`config.mk`:
```
export PLATFORM = sky130hd
export DESIGN_NAME = wb_align_stage_flat
export DESIGN_NICKNAME = d
export VERILOG_FILES = /design/src/rtl/wb_align_stage_if.sv /design/src/rtl/wb_align_stage.sv /design/src/flat_wrapper.sv
export SDC_FILE = /design/constraint.sdc
export NUM_CORES = 1
export LEC_CHECK = 0
export BUFFER_PORTS_ARGS = -buffer_cell sky130_fd_sc_hd__buf_2
export CAP_MARGIN = 25
export CORE_MARGIN = 1.5
export CORE_UTILIZATION = 35
export DETAILED_ROUTE_END_ITERATION = 10
export GPL_TIMING_DRIVEN = 1
export PLACE_DENSITY = 0.72
export SLEW_MARGIN = 20
export SYNTH_ARGS = -nofsm -noshare
export SYNTH_HDL_FRONTEND = slang
export SYNTH_SLANG_ARGS = --single-unit
```
`constraint.sdc`:
```
create_clock -name clk -period 9.2 [get_ports clk]
set_input_delay 2.76 -clock clk [delete_from_list [all_inputs] [get_ports clk]]
set_output_delay 2.76 -clock clk [all_outputs]
set_load 0.02 [all_outputs]
```
`src/rtl/wb_align_stage_if.sv`:
```
// Bus bundle between the MEM/WB pipeline register, data memory return path and
// the register-file write port of wb_align_stage.
interface wb_align_stage_if #(
   parameter int XLEN      = 32,
   parameter int RF_ADDR_W = 5
);
   localparam int LANE_W = $clog2(XLEN / 8);

   logic                 PIP_valid_i;
   logic                 PIP_ready_o;
   logic                 PIP_use_mem_i;
   logic                 PIP_write_reg_i;
   logic [2:0]           PIP_funct3_i;
   logic [LANE_W-1:0]    PIP_addr_lo_i;
   logic [XLEN-1:0]      PIP_alu_result_i;
   logic [RF_ADDR_W-1:0] PIP_rd_i;
   logic                 PIP_TRAP_i;
   logic                 DMEM_rvalid_i;
   logic [XLEN-1:0]      DMEM_rdata_i;
   logic                 REG_write_o;
   logic [XLEN-1:0]      REG_data_o;
   logic [RF_ADDR_W-1:0] REG_addr_o;
   logic                 PIP_TRAP_o;

   modport master (
      output PIP_valid_i, PIP_use_mem_i, PIP_write_reg_i, PIP_funct3_i,
             PIP_addr_lo_i, PIP_alu_result_i, PIP_rd_i, PIP_TRAP_i,
             DMEM_rvalid_i, DMEM_rdata_i,
      input  PIP_ready_o, REG_write_o, REG_data_o, REG_addr_o, PIP_TRAP_o
   );

   modport slave (
      input  PIP_valid_i, PIP_use_mem_i, PIP_write_reg_i, PIP_funct3_i,
             PIP_addr_lo_i, PIP_alu_result_i, PIP_rd_i, PIP_TRAP_i,
             DMEM_rvalid_i, DMEM_rdata_i,
      output PIP_ready_o, REG_write_o, REG_data_o, REG_addr_o, PIP_TRAP_o
   );
endinterface

```
`src/rtl/wb_align_stage.sv`:
```
// Write-back stage: waits for load data when needed, aligns/extends it and
// issues a registered one-cycle register-file write or trap retire pulse.
module wb_align_stage #(
   parameter int XLEN      = 32,
   parameter int RF_ADDR_W = 5
) (
   input  logic              clk,
   input  logic              reset,
   wb_align_stage_if.slave   bus,
   output logic              stall_o,
   output logic [31:0]       wb_count_o
);
   localparam int LANE_W = $clog2(XLEN / 8);

   typedef enum logic {IDLE, WAIT_MEM} state_t;

   state_t               state_q, state_d;
   logic [RF_ADDR_W-1:0] rd_q;
   logic [2:0]           funct3_q;
   logic [LANE_W-1:0]    addr_lo_q;
   logic                 write_reg_q;
   logic                 trap_q;
   logic [31:0]          wb_count_q;

   logic                 accept;
   logic                 fire;
   logic                 latch_load;
   logic                 commit;
   logic [RF_ADDR_W-1:0] sel_rd;
   logic [2:0]           sel_funct3;
   logic [LANE_W-1:0]    sel_addr_lo;
   logic                 sel_write_reg;
   logic                 sel_trap;
   logic                 sel_use_mem;
   logic [XLEN-1:0]      load_data;
   logic [XLEN-1:0]      sel_data;
   logic [LANE_W+2:0]    sh_b, sh_h, sh_w;
   logic [7:0]           byte_v;
   logic [15:0]          half_v;
   logic [31:0]          word_v;

   assign bus.PIP_ready_o = (state_q == IDLE);
   assign stall_o         = (state_q != IDLE);
   assign accept          = bus.PIP_valid_i & bus.PIP_ready_o;
   assign wb_count_o      = wb_count_q;

   // Fields come straight from the pipeline when the write fires in the accept
   // cycle, and from the latched copy when it fires out of WAIT_MEM.
   always_comb begin
      state_d       = state_q;
      fire          = 1'b0;
      latch_load    = 1'b0;
      sel_rd        = rd_q;
      sel_funct3    = funct3_q;
      sel_addr_lo   = addr_lo_q;
      sel_write_reg = write_reg_q;
      sel_trap      = trap_q;
      sel_use_mem   = 1'b1;
      case (state_q)
         IDLE: begin
            if (accept) begin
               sel_rd        = bus.PIP_rd_i;
               sel_funct3    = bus.PIP_funct3_i;
               sel_addr_lo   = bus.PIP_addr_lo_i;
               sel_write_reg = bus.PIP_write_reg_i;
               sel_trap      = bus.PIP_TRAP_i;
               sel_use_mem   = bus.PIP_use_mem_i;
               if (!bus.PIP_use_mem_i || bus.DMEM_rvalid_i) begin
                  fire = 1'b1;
               end else begin
                  latch_load = 1'b1;
                  state_d    = WAIT_MEM;
               end
            end
         end
         WAIT_MEM: begin
            if (bus.DMEM_rvalid_i) begin
               fire    = 1'b1;
               state_d = IDLE;
            end
         end
         default: state_d = IDLE;
      endcase
   end

   always_comb begin
      sh_b   = {sel_addr_lo, 3'b000};
      sh_h   = {sel_addr_lo & ~LANE_W'(1), 3'b000};
      sh_w   = {sel_addr_lo & ~LANE_W'(3), 3'b000};
      byte_v = 8'(bus.DMEM_rdata_i >> sh_b);
      half_v = 16'(bus.DMEM_rdata_i >> sh_h);
      word_v = 32'(bus.DMEM_rdata_i >> sh_w);
      case (sel_funct3)
         3'b000:  load_data = XLEN'($signed(byte_v));
         3'b100:  load_data = XLEN'(byte_v);
         3'b001:  load_data = XLEN'($signed(half_v));
         3'b101:  load_data = XLEN'(half_v);
         3'b010:  load_data = XLEN'($signed(word_v));
         3'b110:  load_data = XLEN'(word_v);
         default: load_data = bus.DMEM_rdata_i;
      endcase
      sel_data = sel_use_mem ? load_data : bus.PIP_alu_result_i;
   end

   assign commit = fire & sel_write_reg & (sel_rd != '0) & ~sel_trap;

   always_ff @(posedge clk or posedge reset) begin
      if (reset) begin
         state_q         <= IDLE;
         rd_q            <= '0;
         funct3_q        <= '0;
         addr_lo_q       <= '0;
         write_reg_q     <= 1'b0;
         trap_q          <= 1'b0;
         bus.REG_write_o <= 1'b0;
         bus.REG_data_o  <= '0;
         bus.REG_addr_o  <= '0;
         bus.PIP_TRAP_o  <= 1'b0;
         wb_count_q      <= '0;
      end else begin
         state_q         <= state_d;
         bus.REG_write_o <= commit;
         bus.PIP_TRAP_o  <= fire & sel_trap;
         if (latch_load) begin
            rd_q        <= bus.PIP_rd_i;
            funct3_q    <= bus.PIP_funct3_i;
            addr_lo_q   <= bus.PIP_addr_lo_i;
            write_reg_q <= bus.PIP_write_reg_i;
            trap_q      <= bus.PIP_TRAP_i;
         end
         // Counter advances on the same edge that raises REG_write_o.
         if (commit) begin
            bus.REG_data_o <= sel_data;
            bus.REG_addr_o <= sel_rd;
            wb_count_q     <= wb_count_q + 32'd1;
         end
      end
   end
endmodule
```
`src/flat_wrapper.sv`:
```
// flat-port wrapper written by rule: the top's interface ports become plain ports
module wb_align_stage_flat 
#(
   parameter int XLEN      = 32,
   parameter int RF_ADDR_W = 5
)
  (clk, reset, stall_o, wb_count_o, bus_PIP_valid_i, bus_PIP_use_mem_i, bus_PIP_write_reg_i, bus_PIP_funct3_i, bus_PIP_addr_lo_i, bus_PIP_alu_result_i, bus_PIP_rd_i, bus_PIP_TRAP_i, bus_DMEM_rvalid_i, bus_DMEM_rdata_i, bus_PIP_ready_o, bus_REG_write_o, bus_REG_data_o, bus_REG_addr_o, bus_PIP_TRAP_o);
  wb_align_stage_if #(.XLEN(XLEN), .RF_ADDR_W(RF_ADDR_W)) bus_i ();
  input  logic clk;
  input  logic reset;
  output logic stall_o;
  output logic [31:0] wb_count_o;
  input wire logic [$bits(bus_i.PIP_valid_i)-1:0] bus_PIP_valid_i;
  input wire logic [$bits(bus_i.PIP_use_mem_i)-1:0] bus_PIP_use_mem_i;
  input wire logic [$bits(bus_i.PIP_write_reg_i)-1:0] bus_PIP_write_reg_i;
  input wire logic [$bits(bus_i.PIP_funct3_i)-1:0] bus_PIP_funct3_i;
  input wire logic [$bits(bus_i.PIP_addr_lo_i)-1:0] bus_PIP_addr_lo_i;
  input wire logic [$bits(bus_i.PIP_alu_result_i)-1:0] bus_PIP_alu_result_i;
  input wire logic [$bits(bus_i.PIP_rd_i)-1:0] bus_PIP_rd_i;
  input wire logic [$bits(bus_i.PIP_TRAP_i)-1:0] bus_PIP_TRAP_i;
  input wire logic [$bits(bus_i.DMEM_rvalid_i)-1:0] bus_DMEM_rvalid_i;
  input wire logic [$bits(bus_i.DMEM_rdata_i)-1:0] bus_DMEM_rdata_i;
  output wire logic [$bits(bus_i.PIP_ready_o)-1:0] bus_PIP_ready_o;
  output wire logic [$bits(bus_i.REG_write_o)-1:0] bus_REG_write_o;
  output wire logic [$bits(bus_i.REG_data_o)-1:0] bus_REG_data_o;
  output wire logic [$bits(bus_i.REG_addr_o)-1:0] bus_REG_addr_o;
  output wire logic [$bits(bus_i.PIP_TRAP_o)-1:0] bus_PIP_TRAP_o;
  assign bus_i.PIP_valid_i = bus_PIP_valid_i;
  assign bus_i.PIP_use_mem_i = bus_PIP_use_mem_i;
  assign bus_i.PIP_write_reg_i = bus_PIP_write_reg_i;
  assign bus_i.PIP_funct3_i = bus_PIP_funct3_i;
  assign bus_i.PIP_addr_lo_i = bus_PIP_addr_lo_i;
  assign bus_i.PIP_alu_result_i = bus_PIP_alu_result_i;
  assign bus_i.PIP_rd_i = bus_PIP_rd_i;
  assign bus_i.PIP_TRAP_i = bus_PIP_TRAP_i;
  assign bus_i.DMEM_rvalid_i = bus_DMEM_rvalid_i;
  assign bus_i.DMEM_rdata_i = bus_DMEM_rdata_i;
  assign bus_PIP_ready_o = bus_i.PIP_ready_o;
  assign bus_REG_write_o = bus_i.REG_write_o;
  assign bus_REG_data_o = bus_i.REG_data_o;
  assign bus_REG_addr_o = bus_i.REG_addr_o;
  assign bus_PIP_TRAP_o = bus_i.PIP_TRAP_o;
  wb_align_stage #(.XLEN(XLEN), .RF_ADDR_W(RF_ADDR_W)) u_core (.clk(clk), .reset(reset), .bus(bus_i), .stall_o(stall_o), .wb_count_o(wb_count_o));
endmodule
```
Yosys cells after proc, flatten, opt, wreduce, memory -nomap -nowiden
Cells that the tools add are included.
- add/subtract/negate cells: 1
- eq/ne operators: 3
- reduce and logical (&&, ||, !) cells: 4
- bitwise gates (word level): 7
- shift-type cells: 2
- multiplexer cells: 23
- operators by type and width (operator ; count):
    32-bit case mux with 4 select lines ; 1
    32-bit by 1-bit adder with 32-bit output (second input constant) ; 1
    32-bit two-way mux ; 1
    32-bit by 5-bit >> shifter with 16-bit output ; 1
    32-bit by 5-bit >> shifter with 8-bit output ; 1
    1-bit two-way mux ; 13
    5-bit two-way mux ; 2
    3-bit equality test (second input constant) ; 2
    3-bit two-way mux ; 2
    1-bit bitwise AND ; 5
    5-bit nonzero test ; 1
    2-bit two-way mux ; 2
    1-bit case mux with 2 select lines ; 2
    3-bit by 1-bit equality test with 1-bit output (second input constant) ; 1
    3-bit zero test ; 1
    1-bit NOT ; 2
    1-bit zero test ; 1
    1-bit logical OR ; 1
- output and inout port bits: 73
- logic and storage cells: 51
- register bits after elaboration: 84
- input bits: 81

Depth between registers and ports, before layout
- depth after elaboration: 8
- mapped depth: 10

Worst setup path after synthesis
OpenSTA, ideal clock, no wires.
- kind: input-to-reg
- start: in bus_PIP_valid_i
- end: reg u_core.bus.REG_data_o[16]
- stages: 8
- data arrival time: 4301 ps
- path slack: 4777 ps
- path through: nor2b_1 > buf_4 > mux2_1 > a2111oi_2 > o31ai_4 > buf_6 > a21oi_1 > o21ai_1
- cells in the longest elaborated chain, start to end: 6
- elaborated cells on any way between the ends: 28
- RTL lines (item ; line ; source):
    start: declaration ; flat_wrapper.sv:13 ; input wire logic [$bits(bus_i.PIP_valid_i)-1:0] bus_PIP_valid_i;
    1-bit bitwise AND (*) ; wb_align_stage.sv:44 ; assign accept = bus.PIP_valid_i & bus.PIP_ready_o;
    2-bit two-way mux (tied with other cells) ; wb_align_stage.sv:61 ; if (accept) begin
    2-bit two-way mux (tied with other cells) ; wb_align_stage.sv:59 ; case (state_q)
    32-bit by 5-bit >> shifter with 16-bit output (tied with other cells) ; wb_align_stage.sv:91 ; half_v = 16'(bus.DMEM_rdata_i >> sh_h);
    32-bit case mux with 4 select lines or 1-bit bitwise AND (tied branches) ; wb_align_stage.sv:93, wb_align_stage.sv:105 ;
    32-bit two-way mux or 1-bit bitwise AND (tied branches) ; wb_align_stage.sv:102, wb_align_stage.sv:105 ;
    end signal: assignment ; wb_align_stage.sv:133 ; bus.REG_data_o <= sel_data;
    end: declaration ; wb_align_stage_if.sv:36 ; output PIP_ready_o, REG_write_o, REG_data_o, REG_addr_o, PIP_TRAP_o
Mark *: on every way between the ends. The rest lies on a longest branch, timed or not.
A chain may end at the register's enable or synchronous reset.

Worst setup path after layout
- start: in bus_PIP_valid_i
- end: reg u_core.bus.REG_data_o[19]
The elaborated chain is that of the path after synthesis.

==> results.ini <==
[run_status]
status = finished, final reports clean

[routing]
via_per_inst = 5.29
dr.pass1.iters = 5
final_antenna_net_count = 0
dr.first_iter.drc_count = 437
avgRoutedWirePerCell_um = 16.5
vias = 3955
drc = 0
routed_wl_mm = 12.4

[setup_path]
reg2reg_to = u_core.bus.REG_data_o[19]
end_kind = flop
cp_num_cells = 9
critPathCapture = u_core.bus.REG_data_o[19]
rr_worst_depth = 8
crit_chain = buf_2 > nand2b_1 > o32a_1 > or2_1 > a21o_1 > buf_4 > inv_2 > o21ai_0 > o21ai_0
worstSetupStartpoint = bus_PIP_valid_i
timing.rr.start = u_core.stall_o
critical_path.max_fanout = 40
reg2reg_slack_ps = 6080
start_kind = primary input
worstPathArrival_ps = 5310
crit_type = in2reg
crit_path_frequent_cell = o21ai_0
crit_required_ps = 9440
max_stage_delay_ps = 510
crit_family = compound AO/OA/AOI/OAI gates
worst-path-buf-inv = 3
crit_slowest_cell = o32a_1

[yosys]
async_flop_share_pct = 100
muxShareOfSynthArea_pct = 7.13
synth_edf_count = 0
synth_cells = 429
yosysSeqAreaShare_pct = 48.1
syn_area_um2 = 4370
yosys.area.top_type = dfrtp_1
synth_compound_area_share_pct = 20.7
ys_seq_elements = 84
syn_avg_cell_area_um2 = 10.2
synth-simple-area-share_pct = 13.4
synth_top_family_by_area = compound AO/OA/AOI/OAI gates
synth_area_leaders = dfrtp_1, xnor2_1, nand2_1, mux2_2, o21ai_0
yosys.cell_types.count = 56
syn-num-nets = 511
synth_warnings = 0
synth_xor_area_share_pct = 6.21
yosysTopAreaCellShare_pct = 48.1
synthFlopType = dfrtp_1
synthAdderAreaFrac_pct = 0.286

[sta]
worst_pin_slew_ps = 1010
rsz0062_at_grt = no
tns_ps = 0
setup_viol = 0
slew_viol_final = 0
period_needed_ps = 5070
finalClockSkew_ps = 8.66
clock.fmax_mhz = 197
relSlewSlack_pct = 31.8
min_period_over_period_pct = 55.1
final_hold_viol_count = 0

[clock_network]
htreeDepth = 3
clk_root_buffer_cell = clkbuf_16
clk_pin_slew_ps = 60
post_cts_resized = 0
cts_buffers = 9
insertion_delay_ps = 330
cts_tree = yes
clockBufferDepth = 2
cts.sinks = 84
post_cts_buffers = 0
hold_buffers = 0

[place]
io_buffers = 153
hpwl_mm = 9.24
place_congestion = 0.906

[floorplanning]
die_w_um = 115
dieArea_um2 = 13200
io_pins = 154
coreArea_um2 = 12100
num_rows = 40
die_h_um = 115
start_util_pct = 36.1

[power]
power.leakage_nw = 2.65
pwr-share-comb_pct = 34.5
switchingPower_w = 0.000523
ir_drop_uv = 82.4
p_int_w = 0.000869
power.density_nw_per_um2 = 250
switching_share_pct = 37.6
seq_power_share_pct = 38.8
p_clk_share_pct = 26.7

[grt]
grt_max_degree = 57
grt-ovfl-total = 0
antenna_found_initial = 0
grtUsageTotal_pct = 19.0
grt_pass1_vias = 3821
grt_first_pass_wirelength_mm = 19.6

[layout]
seqCellArea_um2 = 2100
fin_util_pct = 46.0
drive_above_1_share_pct = 35.4
multi_input_area_um2 = 2080
area_growth_pct = 27.5
diodes = 0
nets = 656
final.fill_count = 1200

[run]
cap_viol_max_count = 0

[worst_hold_path]
min_path_type = reg2reg

-- cells by family (layout without fill, tap and decap cells) --
logic type,count (synthesis),in the layout
fa+ha+maj,1,1
compound gates,132,132
simple gates,119,119
xor+xnor,31,31
buf+inv,34,184
flops,84,84
mux,28,28
-- synthesized netlist by cell type (2+ instances only) --
cell type / n
xor2_1: 4
nand2_1: 52
buf_4: 5
o21ai_0: 38
o32ai_1: 4
nor3_1: 5
a2111oi_4: 2
nor2b_1: 2
inv_1: 8
a221o_1: 6
nor4_1: 2
nand2b_1: 4
a211oi_1: 4
nand4_1: 5
mux2_2: 17
and3_1: 6
clkbuf_1: 10
a2111oi_2: 2
a2bb2oi_1: 4
buf_6: 4
dfrtp_1: 84
and4_1: 7
a21oi_1: 24
nor2_1: 12
xnor2_1: 27
mux2i_1: 8
buf_2: 6
and2_1: 5
o21ai_1: 19
a31oi_1: 3
o22ai_1: 10
a21o_1: 2
nand3_1: 15
-- cell usage in the layout (no fill, tap or decap), types with 9 or more instances in the layout --
master,netlist,layout
dfrtp_1,84,84
o22ai_1,10,10
nand2_1,52,52
mux2_2,17,17
o21ai_0,38,38
clkbuf_16,0,9
a21oi_1,24,24
nor2_1,12,12
nand3_1,15,15
buf_2,6,153
o21ai_1,19,19
xnor2_1,27,27
-- area by class of cell --
type | instances | area share [%]
timing repair buffer | 159 | 15.0
sequential | 84 | 37.7
multi-input combinational | 311 | 37.4
clock inverter | 4 | 0.853
inverter | 9 | 0.629
tap | 168 | 3.77
clock buffer | 12 | 4.60
-- flip-flops by register name (all words and copies together) (netlist names) --
| name | count |
|---|---|
| u_core.trap_q | 1 |
| u_core.funct3_q | 3 |
| u_core.bus.PIP_TRAP_o | 1 |
| u_core.wb_count_o | 32 |
| u_core.stall_o | 1 |
| u_core.bus.REG_addr_o | 5 |
| u_core.rd_q | 5 |
| u_core.bus.REG_data_o | 32 |
| u_core.bus.REG_write_o | 1 |
| u_core.write_reg_q | 1 |
| u_core.addr_lo_q | 2 |
-- metrics by stage --
stage               std cells  setup WS (ps)  instance area, um^2  total power [W]  hold WS [ps]
global route              747           3960                 5570          0.00147           475
finish                    747           4130                 5570          0.00139           464
global placement          728           3930                 5220          0.00101           450
floorplan                 429           4270                 4370         0.000848           480
detailed placement        730           3840                 5260          0.00103           451
CTS                       746           4180                 5570          0.00140           463
-- routing by layer --
| layer | routed length, um | track usage (%) |
|---|---|---|
| met1 | 5780 | 26.9 |
| met2 | 5480 | 29.1 |
| met3 | 786 | 3.48 |
| met4 | 308 | 7.49 |
| met5 | 0 | 0 |
-- worst min path at each step --
stage / cells past startpoint / endpoint / from / slack [ps]
after global routing: 1 / u_core.wb_count_o[31] / u_core.wb_count_o[31] / 470
after detailed placement: 1 / u_core.wb_count_o[31] / u_core.wb_count_o[31] / 450
after global placement: 1 / u_core.wb_count_o[31] / u_core.wb_count_o[31] / 450
after CTS: 1 / u_core.wb_count_o[31] / u_core.wb_count_o[31] / 460
final: 1 / u_core.wb_count_o[31] / u_core.wb_count_o[31] / 460
after floorplan: 1 / u_core.rd_q[1] / u_core.rd_q[1] / 480
-- power groups by stage --
stage	logic [W]	clock network [W]	registers, W
3_5_place_dp	0.000479	0	0.000546
4_1_cts	0.000480	0.000377	0.000539
3_3_place_gp	0.000469	0	0.000539
2_1_floorplan	0.000204	0	0.000644
6_report	0.000480	0.000372	0.000540
5_1_grt	0.000524	0.000392	0.000552
Note: power is estimated with default switching activity, not from simulation.
